[config.mk]
export PLATFORM = sky130hd
export DESIGN_NAME = switch_debounce_flat
export DESIGN_NICKNAME = d
export VERILOG_FILES = /design/src/rtl/switch_debounce_if.sv /design/src/rtl/switch_debounce.sv /design/src/flat_wrapper.sv
export SDC_FILE = /design/constraint.sdc
export NUM_CORES = 1
export LEC_CHECK = 0
export BUFFER_PORTS_ARGS = -buffer_cell sky130_fd_sc_hd__buf_2
export CAP_MARGIN = 25
export CORE_MARGIN = 5
export CORE_UTILIZATION = 56
export CTS_BUF_LIST = sky130_fd_sc_hd__clkbuf_4 sky130_fd_sc_hd__clkbuf_8
export CTS_CLUSTER_SIZE = 25
export DETAILED_ROUTE_END_ITERATION = 8
export GPL_TIMING_DRIVEN = 0
export PLACE_DENSITY = 0.74
export SETUP_SLACK_MARGIN = 0.4
export SYNTH_ARGS = -nofsm -noshare
export SYNTH_HDL_FRONTEND = slang
export SYNTH_SLANG_ARGS = --single-unit
[constraint.sdc]
create_clock -name i_Clk -period 3.25 [get_ports i_Clk]
set_input_delay 0.1625 -clock i_Clk [delete_from_list [all_inputs] [get_ports i_Clk]]
set_output_delay 0.1625 -clock i_Clk [all_outputs]
set_load 0.05 [all_outputs]
[src/rtl/switch_debounce_if.sv]
// ============================================================================
//  Module      : switch_debounce_if
//  Description : Raw push-button level in, debounced level and strobes out.
//  Revision    : 1.0 - initial release
// ============================================================================
`default_nettype none

interface switch_debounce_if;
  logic i_Switch;
  logic o_Switch;
  logic o_Rise;
  logic o_Fall;
  logic o_Busy;

  modport master (
    output i_Switch,
    input  o_Switch, o_Rise, o_Fall, o_Busy
  );

  modport slave (
    input  i_Switch,
    output o_Switch, o_Rise, o_Fall, o_Busy
  );
endinterface

`default_nettype wire

[src/rtl/switch_debounce.sv]
// ============================================================================
//  Module      : switch_debounce
//  Description : Two-flop synchroniser plus four-state hold-time filter that
//                publishes a clean level and one-cycle rise/fall strobes.
//  Revision    : 1.0 - initial release
// ============================================================================
`default_nettype none

module switch_debounce #(
  parameter int DEBOUNCE_LIMIT = 250000
) (
  input  wire logic   i_Clk,
  input  wire logic   i_Rst,
  switch_debounce_if.slave sw_if
);

  localparam int c_CNT_W = $clog2(DEBOUNCE_LIMIT);
  localparam logic [c_CNT_W-1:0] c_CNT_LAST = c_CNT_W'(DEBOUNCE_LIMIT - 1);

  typedef enum logic [1:0] {
    S_LOW     = 2'd0,
    S_RISING  = 2'd1,
    S_HIGH    = 2'd2,
    S_FALLING = 2'd3
  } state_t;

  state_t               r_state;
  logic [c_CNT_W-1:0]   r_cnt;
  logic                 r_sync1;
  logic                 r_sync2;
  logic                 r_switch;
  logic                 r_rise;
  logic                 r_fall;
  logic                 r_busy;

  always_ff @(posedge i_Clk or posedge i_Rst) begin
    if (i_Rst) begin
      r_sync1  <= 1'b0;
      r_sync2  <= 1'b0;
      r_state  <= S_LOW;
      r_cnt    <= '0;
      r_switch <= 1'b0;
      r_rise   <= 1'b0;
      r_fall   <= 1'b0;
      r_busy   <= 1'b0;
    end else begin
      r_sync1 <= sw_if.i_Switch;
      r_sync2 <= r_sync1;
      r_rise  <= 1'b0;
      r_fall  <= 1'b0;

      case (r_state)
        S_LOW: begin
          if (r_sync2) begin
            r_state <= S_RISING;
            r_cnt   <= '0;
            r_busy  <= 1'b1;
          end
        end

        S_RISING: begin
          // A single low sample drops the candidate; the next one starts fresh.
          if (!r_sync2) begin
            r_state <= S_LOW;
            r_cnt   <= '0;
            r_busy  <= 1'b0;
          end else if (r_cnt == c_CNT_LAST) begin
            r_state  <= S_HIGH;
            r_cnt    <= '0;
            r_switch <= 1'b1;
            r_rise   <= 1'b1;
            r_busy   <= 1'b0;
          end else begin
            r_cnt <= r_cnt + 1'b1;
          end
        end

        S_HIGH: begin
          if (!r_sync2) begin
            r_state <= S_FALLING;
            r_cnt   <= '0;
            r_busy  <= 1'b1;
          end
        end

        S_FALLING: begin
          if (r_sync2) begin
            r_state <= S_HIGH;
            r_cnt   <= '0;
            r_busy  <= 1'b0;
          end else if (r_cnt == c_CNT_LAST) begin
            r_state  <= S_LOW;
            r_cnt    <= '0;
            r_switch <= 1'b0;
            r_fall   <= 1'b1;
            r_busy   <= 1'b0;
          end else begin
            r_cnt <= r_cnt + 1'b1;
          end
        end

        default: begin
          r_state <= S_LOW;
          r_cnt   <= '0;
        end
      endcase
    end
  end

  assign sw_if.o_Switch = r_switch;
  assign sw_if.o_Rise   = r_rise;
  assign sw_if.o_Fall   = r_fall;
  assign sw_if.o_Busy   = r_busy;

endmodule

`default_nettype wire

[src/flat_wrapper.sv]
// flat-port wrapper written by rule: the top's interface ports become plain ports
module switch_debounce_flat 
#(
  parameter int DEBOUNCE_LIMIT = 250000
)
  (i_Clk, i_Rst, sw_if_i_Switch, sw_if_o_Switch, sw_if_o_Rise, sw_if_o_Fall, sw_if_o_Busy);
  switch_debounce_if sw_if_i ();
  input  wire logic i_Clk;
  input  wire logic i_Rst;
  input wire logic [$bits(sw_if_i.i_Switch)-1:0] sw_if_i_Switch;
  output wire logic [$bits(sw_if_i.o_Switch)-1:0] sw_if_o_Switch;
  output wire logic [$bits(sw_if_i.o_Rise)-1:0] sw_if_o_Rise;
  output wire logic [$bits(sw_if_i.o_Fall)-1:0] sw_if_o_Fall;
  output wire logic [$bits(sw_if_i.o_Busy)-1:0] sw_if_o_Busy;
  assign sw_if_i.i_Switch = sw_if_i_Switch;
  assign sw_if_o_Switch = sw_if_i.o_Switch;
  assign sw_if_o_Rise = sw_if_i.o_Rise;
  assign sw_if_o_Fall = sw_if_i.o_Fall;
  assign sw_if_o_Busy = sw_if_i.o_Busy;
  switch_debounce #(.DEBOUNCE_LIMIT(DEBOUNCE_LIMIT)) u_core (.i_Clk(i_Clk), .i_Rst(i_Rst), .sw_if(sw_if_i));
endmodule
Word-level counts from Yosys, hierarchy flattened
Cells that the tools add are included.
{"block": "totals", "wordCells": 55, "latchBits": 0, "romBits": 0, "register_bits": 26, "ram_bits": 0, "n_memories": 0, "inputBits": 3, "output_inout_bits": 4}
{"block": "op_classes", "magnitude_cmp": 0, "n_bitwise": 0, "n_addsub": 1, "reduce_logical": 5, "n_mul": 0, "eq_ne": 12, "shift": 0, "mux": 29, "div_mod_pow": 0}
{"op": "18-bit 2-to-1 mux", "count": 5}
{"op": "18-bit one-hot mux with 4 select lines", "count": 1}
{"op": "18-bit by 1-bit adder with 18-bit output (second input constant)", "count": 1}
{"op": "18-bit equality test (second input constant)", "count": 1}
{"op": "1-bit 2-to-1 mux", "count": 14}
{"op": "2-bit 2-to-1 mux", "count": 6}
{"op": "2-bit by 1-bit inequality test with 1-bit output (second input constant)", "count": 4}
{"op": "2-bit one-hot mux with 4 select lines", "count": 1}
{"op": "5-bit AND reduction", "count": 1}
{"op": "2-bit equality test (second input constant)", "count": 2}
{"op": "2-bit inequality test (second input constant)", "count": 2}
{"op": "1-bit one-hot mux with 4 select lines", "count": 1}
{"op": "4-bit AND reduction", "count": 1}
{"op": "3-bit by 1-bit inequality test with 1-bit output (second input constant)", "count": 1}
{"op": "3-bit inequality test (second input constant)", "count": 1}
{"op": "2-bit by 1-bit equality test with 1-bit output (second input constant)", "count": 1}
{"op": "2-bit logical NOT", "count": 1}
{"op": "1-bit one-hot mux with 2 select lines", "count": 1}
{"op": "2-bit AND reduction", "count": 1}
{"op": "2-bit nonzero test", "count": 1}

Longest topological paths before layout
{"block": "logic_depth", "depth_word": 4, "ltp_mapped": 7, "ltp_nobuf": 6}

Worst setup path after synthesis
No wires, ideal clock.
{"block": "synth_timing", "path_type": "flip-flop to flip-flop", "start": "register u_core.r_cnt[0]", "end": "register u_core.r_cnt[17]", "synth_period_minus_slack_ps": 1868, "setup_ps": 70, "slack_ps": 1382, "stages_incl_launch_ff": 7, "path_buffers": 0, "required_time_ps": 3180, "arrival_time_ps": 1799, "cell_sequence": "dfrtp_1 ha_1 and3_1 and4_1 a21o_1 or4_1 nand3_1"}
{"block": "synth_via", "elab_chain_cells": 4, "elab_cells_between_ends": 6, "classes_between": "add/sub: 1; eq/ne: 1; mux: 4"}
{"item": "from (decl)", "line_no": "switch_debounce.sv:28", "text": "logic [c_CNT_W-1:0] r_cnt;"}
{"item": "from (signal assigned)", "line_no": "switch_debounce.sv:74", "text": "r_cnt <= r_cnt + 1'b1;"}
{"item": "from (signal assigned)", "line_no": "switch_debounce.sv:98", "text": "r_cnt <= r_cnt + 1'b1;"}
{"item": "18-bit by 1-bit adder with 18-bit output or 18-bit equality test (tied branches)"}
{"item": "18-bit 2-to-1 mux (*)", "line_no": "switch_debounce.sv:67, switch_debounce.sv:91"}
{"item": "18-bit 2-to-1 mux, on equally long branches", "line_no": "switch_debounce.sv:87, switch_debounce.sv:63"}
{"item": "18-bit one-hot mux with 4 select lines (*)", "line_no": "switch_debounce.sv:52", "text": "case (r_state)"}
Every way passes the cells marked *; elsewhere a longest branch is shown, timed or not.
A chain may end at the register's enable or synchronous reset.

Final worst setup path
Same ends and word-level chain as after synthesis.

==> metrics.yaml <==
finalCritPeriodShare_pct: 66.9
place_area_sq_um: 1360
cp.arrival_ps: 2440
synthCells: 141
synth-edff-count: 0
avgSynthCellArea_sq_um: 9.18
fp.dieW_um: 58.1
core-area_sq_um: 2210
die_area_sq_um: 3370
fin_crit_ps: 2180
grt-ovfl-total: 0
ys_types: 36
r2r_cells: 6
antenna_cells: 0
clockRootBuffer: "clkbuf_4"
setup_slack_ps: 1070
drv_slew: 0
finalSetupTns_ps: 0
synth_top_flop_cell: "dfrtp_1"
ant_nets: 0
grt_pass1_vias: 1009
utilization_pct: 62.9
fin_area_sq_um: 1390
use_met2_pct: 27.9
antenna_found_initial: 0
worstReg2RegEnd: "u_core.r_cnt[17]"
fmax_ghz: 0.460
skew_ps: 5.98
hp-class: "input port to asynchronous set/reset pin"
initial_core_util_pct: 58.5
cts_setup_buffers: 0
dp_hpwl_um: 1950
vdd_drop_max_mv: 0.349
setup_viol: 0
place_congestion: 0.802
r2r-start: "u_core.r_cnt[0]"
ys_ff_latch: 26
drt_iter0_markers: 56
async_flop_share_pct: 100
status: "finished clean"
ys_warn_count: 0
ios: 7
r2r_slack_ps: 1070
cts.clk_slew.worst_paths_ps: 130
cts_max_level: 1
worst_slew_pin_slew_ps: 947
syn_nets: 145
finalHoldViolCount: 0
grt_max_degree: 27
via_per_inst: 6.07
crit_type: "flip-flop to flip-flop"
drive_above_1_share_pct: 8.61
die_h_um: 58.1
rsz0062_at_grt: "false"
grt_pass1_wl_um: 4460
cts_resized: 0
cp-start-kind: "flip-flop"
p_per_area_nw_per_um2: 363
use_met3_pct: 4.01
clock_path_buffers: 2
crit_start: "u_core.r_cnt[0]"
cts-buffers-inserted: 3
cp.required_ps: 3510
tritoncts: "yes"
cts_hold_buf: 1
areaGrowthSynthToFinish_pct: 7.54
relSlewSlack_pct: 36.8
cap_violations: 0
synth_seq_area_share_pct: 50.3
nets: 157
grtUsageMet1_pct: 22.9
p_leak_nw: 0.630
io_buffers: 6
via_count: 1087
grt_usage_pct: 16.9
drt-total-wl_um: 2650
clkLatencyLatePin_ps: 320
wl_per_cell_um: 14.8
drcViolationCount: 0
dr.pass1.iters: 4
crit_path_end: "u_core.r_cnt[17]"
busiest_layer: "met2"
rows: 17
end_kind: "flip-flop"
path_max_fanout: 9
cts_sinks: 26
total_power_w: 0.000505
synth.cell_area_sq_um: 1290
place_ws_ps: 1120
[stage by stage]
stage,cells,hold slack (ps)
6_report,179,35.1
5_1_grt,179,118
4_1_cts,179,72.0
3_5_place_dp,175,275
3_3_place_gp,175,271
2_1_floorplan,141,194
[critical path, cell delays in order, from the launching register on]
cell and delay [ps]:
dfrtp_1 450, ha_1 260, and3_1 220, and4_1 250
a21oi_1 620, o211ai_1 200, nand3_1 130
[synthesized netlist by cell type (2+ instances only)]
library cell	instances	area [sq um]
o21ai_0	3	15.0
a21o_1	5	37.5
dfrtp_1	26	651
xor2_1	2	17.5
and2_1	2	12.5
nor2_1	9	33.8
o22ai_1	2	12.5
a21oi_1	5	25.0
and4_1	2	17.5
and3_1	2	12.5
nand2_1	18	67.6
inv_1	7	26.3
nor3_1	4	20.0
o21ai_1	9	45.0
or3_1	5	31.3
nand3_1	16	80.1
o311ai_1	2	17.5
nand4_1	4	25.0
[placed cells by master (no fill, tap or decap), types with 2 or more instances in the layout]
| cell type | synthesis | layout |
|---|---|---|
| dfrtp_1 | 26 | 26 |
| nand2_1 | 18 | 18 |
| nand3_1 | 16 | 16 |
| nor2_1 | 9 | 9 |
| o21ai_1 | 9 | 9 |
| buf_2 | 1 | 7 |
| inv_1 | 7 | 7 |
| a21o_1 | 5 | 5 |
| a21oi_1 | 5 | 5 |
| or3_1 | 5 | 5 |
| nand4_1 | 4 | 4 |
| nor3_1 | 4 | 4 |
| o21ai_0 | 3 | 3 |
| clkbuf_4 | 0 | 3 |
| and3_1 | 2 | 2 |
| and4_1 | 2 | 2 |
| and2_1 | 2 | 2 |
| xor2_1 | 2 | 2 |
| o22ai_1 | 2 | 2 |
| o311ai_1 | 2 | 2 |
[kinds of logic (layout without fill, tap and decap cells)]
group | count (synthesis) | count (layout) | share of synthesized area [%]
simple gates | 70 | 70 | 27.8
compound gates | 30 | 30 | 14.2
flops | 26 | 26 | 50.3
buf+inv | 9 | 19 | 2.71
xor+xnor | 4 | 4 | 3.29
fa+ha+maj | 1 | 1 | 0.967
mux | 1 | 1 | 0.774
[flip-flops by register name, summed over array words and instances, names as in the netlist, named ones only]
name / flops
u_core.r_sync1: 1
u_core.sw_if.o_Busy: 1
u_core.sw_if.o_Switch: 1
u_core.sw_if.o_Rise: 1
u_core.r_cnt: 18
u_core.r_sync2: 1
u_core.sw_if.o_Fall: 1
u_core.r_state: 1
[cell type report]
class                      count  area [sq um]
fill                         199           821
sequential                    26           651
multi-input combinational    106           608
timing repair buffer           7          40.0
tap                           28          35.0
inverter                       7          26.3
clock buffer                   3          22.5
buffer                         2          8.76
[routing by layer]
metal | routed length (um) | up-vias | share of wire, %
met5 | 0 | - | 0
met3 | 158 | 2 | 6.0
li1 | - | 529 | -
met2 | 1280 | 36 | 48
met4 | 8 | 0 | 0.30
met1 | 1200 | 520 | 45
[power by group]
part	switching (W)	internal, W
Clock	0.0000891	0.0000434
Combinational	0.0000284	0.0000103
Sequential	0.00000545	0.000329
Total	0.000123	0.000382
[how the worst min path moves through the flow]
stage,startpoint,to,slack (ps),depth (start not counted)
after floorplan,sw_if_i_Switch,u_core.r_sync1,190,0
after global placement,sw_if_i_Switch,u_core.r_sync1,270,1
after detailed placement,sw_if_i_Switch,u_core.r_sync1,280,1
after CTS,i_Rst,u_core.r_state[0],70,2
after global routing,i_Rst,u_core.r_state[0],120,2
final,i_Rst,u_core.sw_if.o_Switch,40,2
Power figures use the tool's default switching activity.
